File: src/rtl/note_lane_pingpong_buf_pkg.sv
// rtl/note_lane_pingpong_buf_pkg.sv - shared state type and width helpers for the note-lane ping-pong buffer
package note_buf_pkg;

   typedef enum logic [1:0] {
      ST_INIT,
      ST_CLEAR,
      ST_FILL,
      ST_DONE
   } buf_state_t;

   // A single lane still needs one index bit so port widths never collapse to zero.
   function automatic int lane_w(input int lanes);
      return (lanes > 1) ? $clog2(lanes) : 1;
   endfunction

   function automatic int addr_w(input int depth);
      return $clog2(depth);
   endfunction

endpackage

File: src/rtl/note_lane_pingpong_buf_pp_bank_ram.sv
// rtl/note_lane_pingpong_buf_pp_bank_ram.sv - simple dual-port RAM, one write port and one registered read port
module pp_bank_ram #(
   parameter int AW = 7,
   parameter int DW = 8
) (
   input  logic          clk,
   input  logic          we,
   input  logic [AW-1:0] waddr,
   input  logic [DW-1:0] wdata,
   input  logic          re,
   input  logic [AW-1:0] raddr,
   output logic [DW-1:0] rdata
);

   // Sized to the full {bank, lane, addr} index space; lane codes >= LANES are never written.
   logic [DW-1:0] mem [0:(1 << AW) - 1];

   always_ff @(posedge clk) begin
      if (we) begin
         mem[waddr] <= wdata;
      end
      if (re) begin
         rdata <= mem[raddr];
      end
   end

endmodule

File: src/rtl/note_lane_pingpong_buf.sv
// rtl/note_lane_pingpong_buf.sv - double-buffered note-lane y store with commit-gated frame swaps
module note_lane_pingpong_buf
   import note_buf_pkg::*;
#(
   parameter int             LANES         = 4,
   parameter int             DEPTH         = 16,
   parameter int             Y_W           = 8,
   parameter logic [Y_W-1:0] CLEAR_VAL     = '0,
   parameter int             CLEAR_ON_SWAP = 0,
   localparam int            LANE_W        = lane_w(LANES),
   localparam int            ADDR_W        = addr_w(DEPTH)
) (
   input  logic              clk,
   input  logic              reset,
   input  logic              frame_tick,
   input  logic              wr_valid,
   output logic              wr_ready,
   input  logic [LANE_W-1:0] wr_lane,
   input  logic [ADDR_W-1:0] wr_addr,
   input  logic [Y_W-1:0]    wr_data,
   input  logic              wr_commit,
   input  logic              rd_en,
   input  logic [LANE_W-1:0] rd_lane,
   input  logic [ADDR_W-1:0] rd_addr,
   output logic [Y_W-1:0]    rd_data,
   output logic              rd_valid,
   output logic              front_bank,
   output logic [7:0]        drop_count
);

   localparam int                AW        = 1 + LANE_W + ADDR_W;
   localparam logic [LANE_W:0]   LANE_LIM  = (LANE_W + 1)'(LANES);
   localparam logic [LANE_W-1:0] LANE_LAST = LANE_W'(LANES - 1);
   localparam logic [ADDR_W-1:0] ADDR_LAST = '1;
   localparam bit                SWAP_CLR  = (CLEAR_ON_SWAP != 0);

   buf_state_t        state;
   logic              sweep_bank;
   logic [LANE_W-1:0] sweep_lane;
   logic [ADDR_W-1:0] sweep_addr;
   logic              sweeping;
   logic              sweep_last;
   logic              wr_in_range;
   logic              rd_in_range;
   logic              wr_fire;
   logic              commit;
   logic              tick_swap;
   logic              ram_we;
   logic [AW-1:0]     ram_waddr;
   logic [Y_W-1:0]    ram_wdata;
   logic [AW-1:0]     ram_raddr;
   logic [Y_W-1:0]    ram_rdata;
   logic              rd_force;

   assign sweeping    = (state == ST_INIT) || (state == ST_CLEAR);
   // INIT covers both banks, CLEAR only the back bank.
   assign sweep_last  = (sweep_lane == LANE_LAST) && (sweep_addr == ADDR_LAST)
                        && ((state == ST_CLEAR) || sweep_bank);
   assign wr_in_range = ({1'b0, wr_lane} < LANE_LIM);
   assign rd_in_range = ({1'b0, rd_lane} < LANE_LIM);
   assign wr_fire     = wr_valid && wr_ready;
   assign commit      = wr_ready && wr_commit;
   assign tick_swap   = frame_tick && ((state == ST_DONE) || commit);

   always_comb begin
      ram_we    = 1'b0;
      ram_waddr = {~front_bank, wr_lane, wr_addr};
      ram_wdata = wr_data;
      if (sweeping) begin
         ram_we    = 1'b1;
         ram_waddr = {(state == ST_INIT) ? sweep_bank : ~front_bank, sweep_lane, sweep_addr};
         ram_wdata = CLEAR_VAL;
      end else if (wr_fire && wr_in_range) begin
         ram_we = 1'b1;
      end
   end

   assign ram_raddr = {front_bank, rd_lane, rd_addr};

   always_ff @(posedge clk or posedge reset) begin
      if (reset) begin
         state      <= ST_INIT;
         wr_ready   <= 1'b0;
         sweep_bank <= 1'b0;
         sweep_lane <= '0;
         sweep_addr <= '0;
         front_bank <= 1'b0;
         drop_count <= '0;
      end else begin
         if (frame_tick && !tick_swap && (drop_count != 8'hFF)) begin
            drop_count <= drop_count + 8'd1;
         end
         if (tick_swap) begin
            front_bank <= ~front_bank;
         end
         case (state)
            ST_INIT, ST_CLEAR: begin
               if (sweep_last) begin
                  state      <= ST_FILL;
                  wr_ready   <= 1'b1;
                  sweep_bank <= 1'b0;
                  sweep_lane <= '0;
                  sweep_addr <= '0;
               end else if (sweep_addr == ADDR_LAST) begin
                  sweep_addr <= '0;
                  if (sweep_lane == LANE_LAST) begin
                     sweep_lane <= '0;
                     sweep_bank <= ~sweep_bank;
                  end else begin
                     sweep_lane <= sweep_lane + 1'b1;
                  end
               end else begin
                  sweep_addr <= sweep_addr + 1'b1;
               end
            end
            ST_FILL: begin
               if (commit) begin
                  if (tick_swap) begin
                     state    <= SWAP_CLR ? ST_CLEAR : ST_FILL;
                     wr_ready <= !SWAP_CLR;
                  end else begin
                     state    <= ST_DONE;
                     wr_ready <= 1'b0;
                  end
               end
            end
            ST_DONE: begin
               if (frame_tick) begin
                  state    <= SWAP_CLR ? ST_CLEAR : ST_FILL;
                  wr_ready <= !SWAP_CLR;
               end
            end
            default: begin
               state    <= ST_INIT;
               wr_ready <= 1'b0;
            end
         endcase
      end
   end

   // Out-of-range lanes and reads during INIT bypass the RAM, whose contents are not yet defined.
   always_ff @(posedge clk or posedge reset) begin
      if (reset) begin
         rd_valid <= 1'b0;
         rd_force <= 1'b1;
      end else begin
         rd_valid <= rd_en;
         if (rd_en) begin
            rd_force <= (state == ST_INIT) || !rd_in_range;
         end
      end
   end

   assign rd_data = rd_force ? CLEAR_VAL : ram_rdata;

   pp_bank_ram #(
      .AW (AW),
      .DW (Y_W)
   ) u_ram (
      .clk   (clk),
      .we    (ram_we),
      .waddr (ram_waddr),
      .wdata (ram_wdata),
      .re    (rd_en),
      .raddr (ram_raddr),
      .rdata (ram_rdata)
   );

endmodule

File: config.mk
export PLATFORM = sky130hd
export DESIGN_NAME = note_lane_pingpong_buf
export DESIGN_NICKNAME = d
export VERILOG_FILES = /design/src/rtl/note_lane_pingpong_buf_pkg.sv /design/src/rtl/note_lane_pingpong_buf_pp_bank_ram.sv /design/src/rtl/note_lane_pingpong_buf.sv
export SDC_FILE = /design/constraint.sdc
export NUM_CORES = 1
export LEC_CHECK = 0
export BUFFER_PORTS_ARGS = -buffer_cell sky130_fd_sc_hd__buf_2
export CAP_MARGIN = 25
export CORE_ASPECT_RATIO = 0.6
export CORE_MARGIN = 10
export CORE_UTILIZATION = 57
export CTS_CLUSTER_SIZE = 16
export DETAILED_ROUTE_END_ITERATION = 16
export PLACE_DENSITY = 0.79
export SLEW_MARGIN = 20
export SYNTH_ARGS = -nofsm -noshare
export SYNTH_HDL_FRONTEND = slang
export SYNTH_SLANG_ARGS = --single-unit
File: constraint.sdc
create_clock -name clk -period 3.5 [get_ports clk]
set_input_delay 0.35 -clock clk [delete_from_list [all_inputs] [get_ports clk]]
set_output_delay 0.35 -clock clk [all_outputs]
set_load 0.005 [all_outputs]
==> Word level (Yosys, flattened, before mapping) <==
Memories as Yosys holds them, arrays and structs flattened. A register that Yosys moved wholly into a read port is not among the register bits.
Cells that the tools add are included.
{ "totals": {"regBits": 21, "ramBits": 1024, "input_bits": 26, "out_inout_bits": 19, "word_cells": 68, "mem_count": 1} }
{ "op_classes": {"addsub": 3, "n_eq_ne": 9, "mux": 26, "n_bitwise": 2, "n_reduce_logical": 18} }
{ "memory_table": {"columns": ["memory", "depth", "word_bits", "rd", "rd_ports_with_merged_regs", "wr", "line_no", "rtl"], "rows": [
  ["u_ram.mem", 128, 8, 1, 1, 1, "note_lane_pingpong_buf_pp_bank_ram.sv:16", "logic [DW-1:0] mem [0:(1 << AW) - 1];"]
]} }
{ "op_table": {"columns": ["operator", "count"], "rows": [
  ["$mux W8", 2],
  ["$mux W1", 13],
  ["$mux W2", 6],
  ["$add A8 B1 Y8 const B", 1],
  ["$mux W4", 2],
  ["$ne A8 B8 Y1 const B", 1],
  ["$logic_and A1 B1 Y1", 7],
  ["$mux W7", 1],
  ["$eq A2 B2 Y1 const B", 3],
  ["$ne A2 B2 Y1 const B", 3],
  ["$pmux W2 S3", 1],
  ["$reduce_and A3 Y1", 2],
  ["$add A4 B1 Y4 const B", 1],
  ["$eq A4 B4 Y1 const B", 1],
  ["$reduce_bool A2 Y1", 2],
  ["$logic_or A1 B1 Y1", 3],
  ["$pmux W1 S3", 1],
  ["$add A2 B1 Y2 const B", 1],
  ["$eq A2 B1 Y1 const B", 1],
  ["$logic_not A2 Y1", 1],
  ["$not A1 Y1", 2],
  ["$reduce_and A2 Y1", 1],
  ["$reduce_or A2 Y1", 1],
  ["$logic_not A1 Y1", 1]
]} }

==> Logic depth before layout (Yosys ltp) <==
{ "depth": {"depth_word": 6, "ltp_mapped": 7, "mapped_depth_nobuf": 5} }

==> Hierarchy <==
Synthesis repeated with hierarchy kept, for this count alone.
{ "unflattened": {"cells_unflattened": 1757, "hier_area_um2": 40949.3} }
{ "by_module_without_submodules": {"columns": ["mod", "n_inst", "cells_each", "area_each_um2", "seq_area_each_um2"], "rows": [
  ["pp_bank_ram", 1, 1635, 39745.6, 30989.7],
  ["note_lane_pingpong_buf", 1, 122, 1203.7, 526.8]
]} }

==> Worst setup path after synthesis <==
Ideal clock, no wire load.
{ "synth_path": {"path_type": "register -> register", "from": "register state[1]", "to": "memory u_ram.mem[0][0] (data pin)", "setup_time_ns": 0.534, "arrival_time_ns": 2.823, "t_required_ns": 2.966, "slack_ns": 0.143, "stages_incl_launch_ff": 5, "path_buffers": 3, "period_less_slack_ns": 3.357, "path_cell_list": "dfrtp_1 clkbuf_1 clkbuf_1 clkbuf_1 and2_1"} }
{ "synth_between": {"elab_chain_cells": 3, "elab_cells_between_ends": 4, "classes_between": "eq/ne (1); mux (1); reduce/logical (2)"} }
{ "synth_lines": {"columns": ["item", "line_no", "rtl"], "rows": [
  ["from (decl)", "note_lane_pingpong_buf.sv:37", "buf_state_t state;"],
  ["from (signal assigned)", "note_lane_pingpong_buf.sv:119", "state <= SWAP_CLR ? ST_CLEAR : ST_FILL;"],
  ["from (signal assigned)", "note_lane_pingpong_buf.sv:129", "state <= SWAP_CLR ? ST_CLEAR : ST_FILL;"],
  ["$eq A2 B1 Y1 or $logic_not A2 Y1 (tied branches)", "note_lane_pingpong_buf.sv:55", "assign sweeping = (state == ST_INIT) || (state == ST_CLEAR);"],
  ["$logic_or A1 B1 Y1 (*)", "note_lane_pingpong_buf.sv:55", null],
  ["$mux W8 (*)", "note_lane_pingpong_buf.sv:69", "if (sweeping) begin"],
  ["net ram_wdata[0]", "note_lane_pingpong_buf.sv:50", "logic [Y_W-1:0] ram_wdata;"],
  ["to (decl)", "note_lane_pingpong_buf_pp_bank_ram.sv:16", null]
]} }
Mark *: on every way through the listed nets, which the timed path passes. The rest lies on a longest branch.

==> Worst setup path in the final report <==
{ "layout_path": {"from": "register state[1]", "to": "memory u_ram.mem[103][0], enable pin"} }
{ "layout_between": {"elab_chain_cells": 5, "elab_cells_between_ends": 8, "classes_between": "eq/ne (1); mux (5); reduce/logical (2)"} }
{ "layout_lines": {"columns": ["item", "line_no", "rtl"], "rows": [
  ["$eq A2 B1 Y1 or $logic_not A2 Y1 (tied branches)", "note_lane_pingpong_buf.sv:55, note_lane_pingpong_buf.sv:71", null],
  ["$logic_or A1 B1 Y1", "note_lane_pingpong_buf.sv:55", null],
  ["$mux W1", "note_lane_pingpong_buf.sv:69", null],
  ["$mux W1", "note_lane_pingpong_buf_pp_bank_ram.sv:19", "if (we) begin"],
  ["$mux W1 (implied by the code)", "note_lane_pingpong_buf_pp_bank_ram.sv:20", "mem[waddr] <= wdata;"]
]} }
Several ways; a longest one is shown, not always the timed one.

==> impl_results.md <==
* Final wirelength at 100,000 um
* Worst EP arrival at 3620 ps
* Slowest CP cell: nor2_1
* Global-route wire length before repair at 145,000 um
* Layout cells sized above 1 at 33.3%
* Final hold vios at 0
* Die X at 366 um
* CTS tree: built
* Dpl hpwl at 59,800 um
* Global placement routability congestion at 0.854
* Cells after synthesis at 1,749
* Antenna-violating nets left at 0
* Slew Viols, Final at 0
* CTS buffer count at 86
* Clock slew at reported path FFs at 70 ps
* Yosys top cell area share at 75.8%
* H-tree depth at 3
* Critical Path Fanout Max at 26
* Most frequent cells in the layout: edfxtp_1 (1,032), mux4_2 (336), buf_4 (139), nor2_1 (132), clkbuf_16 (88)
* Area contributors post-synth: edfxtp_1 (76%), mux4_2 (19%), dfrtp_1 (1.2%)
* Syn Area/Cell at 23.4 um^2
* # DRC at 0
* Final #Nets at 1,979
* Core Box Area at 70,500 um^2
* Root Driver: clkbuf_16
* Relative slew slack at 27.6%
* Die Area at 83,200 um^2
* Critical Path Source Type: register
* Worst-margin pin slew at 1080 ps
* Post-synth EDFFs at 1,032
* Number of global-route vias before repair at 20.2k
* Placed insts at 2,821
* WL/cell at 33.7 um
* # setup viols final at 0
* Seq/Total Area, Yosys at 77.1%
* Leakage power at 0.0117 uW
* Post-route cell area at 46,000 um^2
* Max frequency at 298 MHz
* Starting Density at 58.0%
* Crit path time final at 3350 ps
* Met3 wire len at 15,000 um
* Buffers on Ports at 44
* Post-CTS Setup Bufs at 0
* Antenna violations before repair at 14
* Non-Filler Instances at 2,979
* 1st-pass router iterations at 8
* Fin crit share at 95.7%
* Row cnt at 75
* Io pins at 45
* Top Layer Used: met5
* DP Area at 43,300 um^2
* Status: completed
* Hold crit path type: in -> reg
* GR Overflow Total at 0
* Main synth FF type: edfxtp_1
* Wl on met1 at 36,700 um
* Crit Path Class: reg -> reg
* Mapped Area at 40,900 um^2
* GRT Overall Usage at 24.3%
* Final TNS setup at 0 ps
* Largest net degree at the start of global routing at 83
* Crit. End Element: register
* Via count at 20.0k
* Syn Nets at 1,778
* Yosys warning count at 0
* DR WL met2 at 45,700 um
* Core Util, Final at 65.3%
* Post-synth top area cell: edfxtp_1
* DRT iter0 DRCs at 2,993
* Async S/R FF share, synth at 1.99%
* Max Cap Viol at 0
* Syn-to-layout area delta at 12.5%
* Clock sink count at 1,053
* Critical Path Max Stage Delay at 940 ps
* Yosys cell types at 41
* Leading cell type in the layout, fill and taps excluded: edfxtp_1
* Worst-Skew Late Latency at 650 ps
* CP Cell Sequence: buf_4 > nand4_1 > o21ai_0 > nand2_1 > nor2_1
* Critical path data required time at 3760 ps
* Die Ht at 227 um
* #FFs+latches synth at 1,053
* Power Dens Cells at 515 nW/um^2
* Longest Clk Path Bufs at 3
* Peak supply drop at 0.404 mV
* Final setup skew at 22.1 ps
* RSZ-0062 raised after global routing: false
* Avg Vias per Cell at 6.73
-- power breakdown --
| group | internal (uW) | leakage (uW) | switching, uW |
|---|---|---|---|
| registers | 13700 | 0.00740 | 53.4 |
| logic | 299 | 0.00304 | 363 |
| clock network | 4990 | 0.00128 | 4330 |
-- repair_timing --
action	in CTS	in global routing
endpoints found under the hold margin	21	0
hold buffers	2	0
gates resized for setup	0	1
setup endpoints to repair	0	3
-- layout make-up --
type | instances | area (um^2)
Sequential cell | 1053 | 31500
Fill cell | 4253 | 24500
Multi-Input combinational cell | 598 | 8970
Clock buffer | 112 | 2290
Timing Repair Buffer | 203 | 1670
Tap cell | 962 | 1200
Clock inverter | 41 | 328
Inverter | 8 | 30.0
Antenna cell | 2 | 5.00
-- worst max-delay path: cells and delay by family (launching register included) --
kind / cells / cell delay, ps
flip-flops: 1 / 600
AND/OR/NAND/NOR: 3 / 1830
AO/OA/AOI/OAI: 1 / 200
buffers and inverters: 1 / 340
-- through the flow --
step	total power, uW	hold slack, ps	setup WS [ps]
floorplan	14400	326	143
global placement	14600	471	278
detailed placement	14600	507	250
CTS	23800	1.74	172
global route	24300	8.27	11.4
finish	23700	31.3	149
-- flip-flops by register name, indices dropped and copies added (netlist names) --
name / flops
state: 2
u_ram.mem: 1024
drop_count: 8
sweep_addr: 4
wr_ready: 1
front_bank: 1
sweep_lane: 2
rd_force: 1
rd_valid: 1
sweep_bank: 1
u_ram.rdata: 8
-- per-layer routing --
layer  up-vias  GRT usage, %
met5         -             0
met4        10          6.57
met3       219          10.6
met2      1471          36.5
met1     10516          32.6
li1       7827             -
-- cells by family after synthesis --
kind of cell | synth area share [%]
AO/OA/AOI/OAI | 0.667
XOR/XNOR | 0.193
adder cells (fa/ha/maj) | 0.0918
buffers and inverters | 1.06
flip-flops | 77.1
multiplexers | 18.9
AND/OR/NAND/NOR | 2.04
-- synthesized netlist by cell type, types with 2 or more instances --
cell type / instances
a21boi_0: 3
buf_6: 3
xnor2_1: 8
nand2_1: 15
nand3_1: 6
mux4_2: 336
ha_1: 3
buf_1: 20
o32ai_1: 5
nand2b_1: 7
o21ai_0: 5
buf_4: 4
a21o_1: 2
inv_1: 8
o2bb2ai_1: 2
nor2_1: 133
nand4_1: 4
mux2_2: 13
edfxtp_1: 1032
nor2b_1: 9
and2_1: 9
dfrtp_1: 20
clkbuf_1: 42
o22ai_1: 2
o21ai_1: 16
buf_2: 21
a21oi_1: 5
nor3_1: 3
-- worst paths after layout --
path,startpoint,endpoint,slack (ps),depth (start not counted)
max,state[1],u_ram.mem[103][0],150,5
min,rd_en,rd_valid,30,1
max reg2reg,state[1],u_ram.mem[103][0],150,5
min reg2reg,drop_count[7],drop_count[7],520,1
max in group asynchronous,reset,drop_count[1],2520,3
min in group asynchronous,reset,drop_count[7],450,3
No activity file was read; power rests on OpenSTA's default activity.
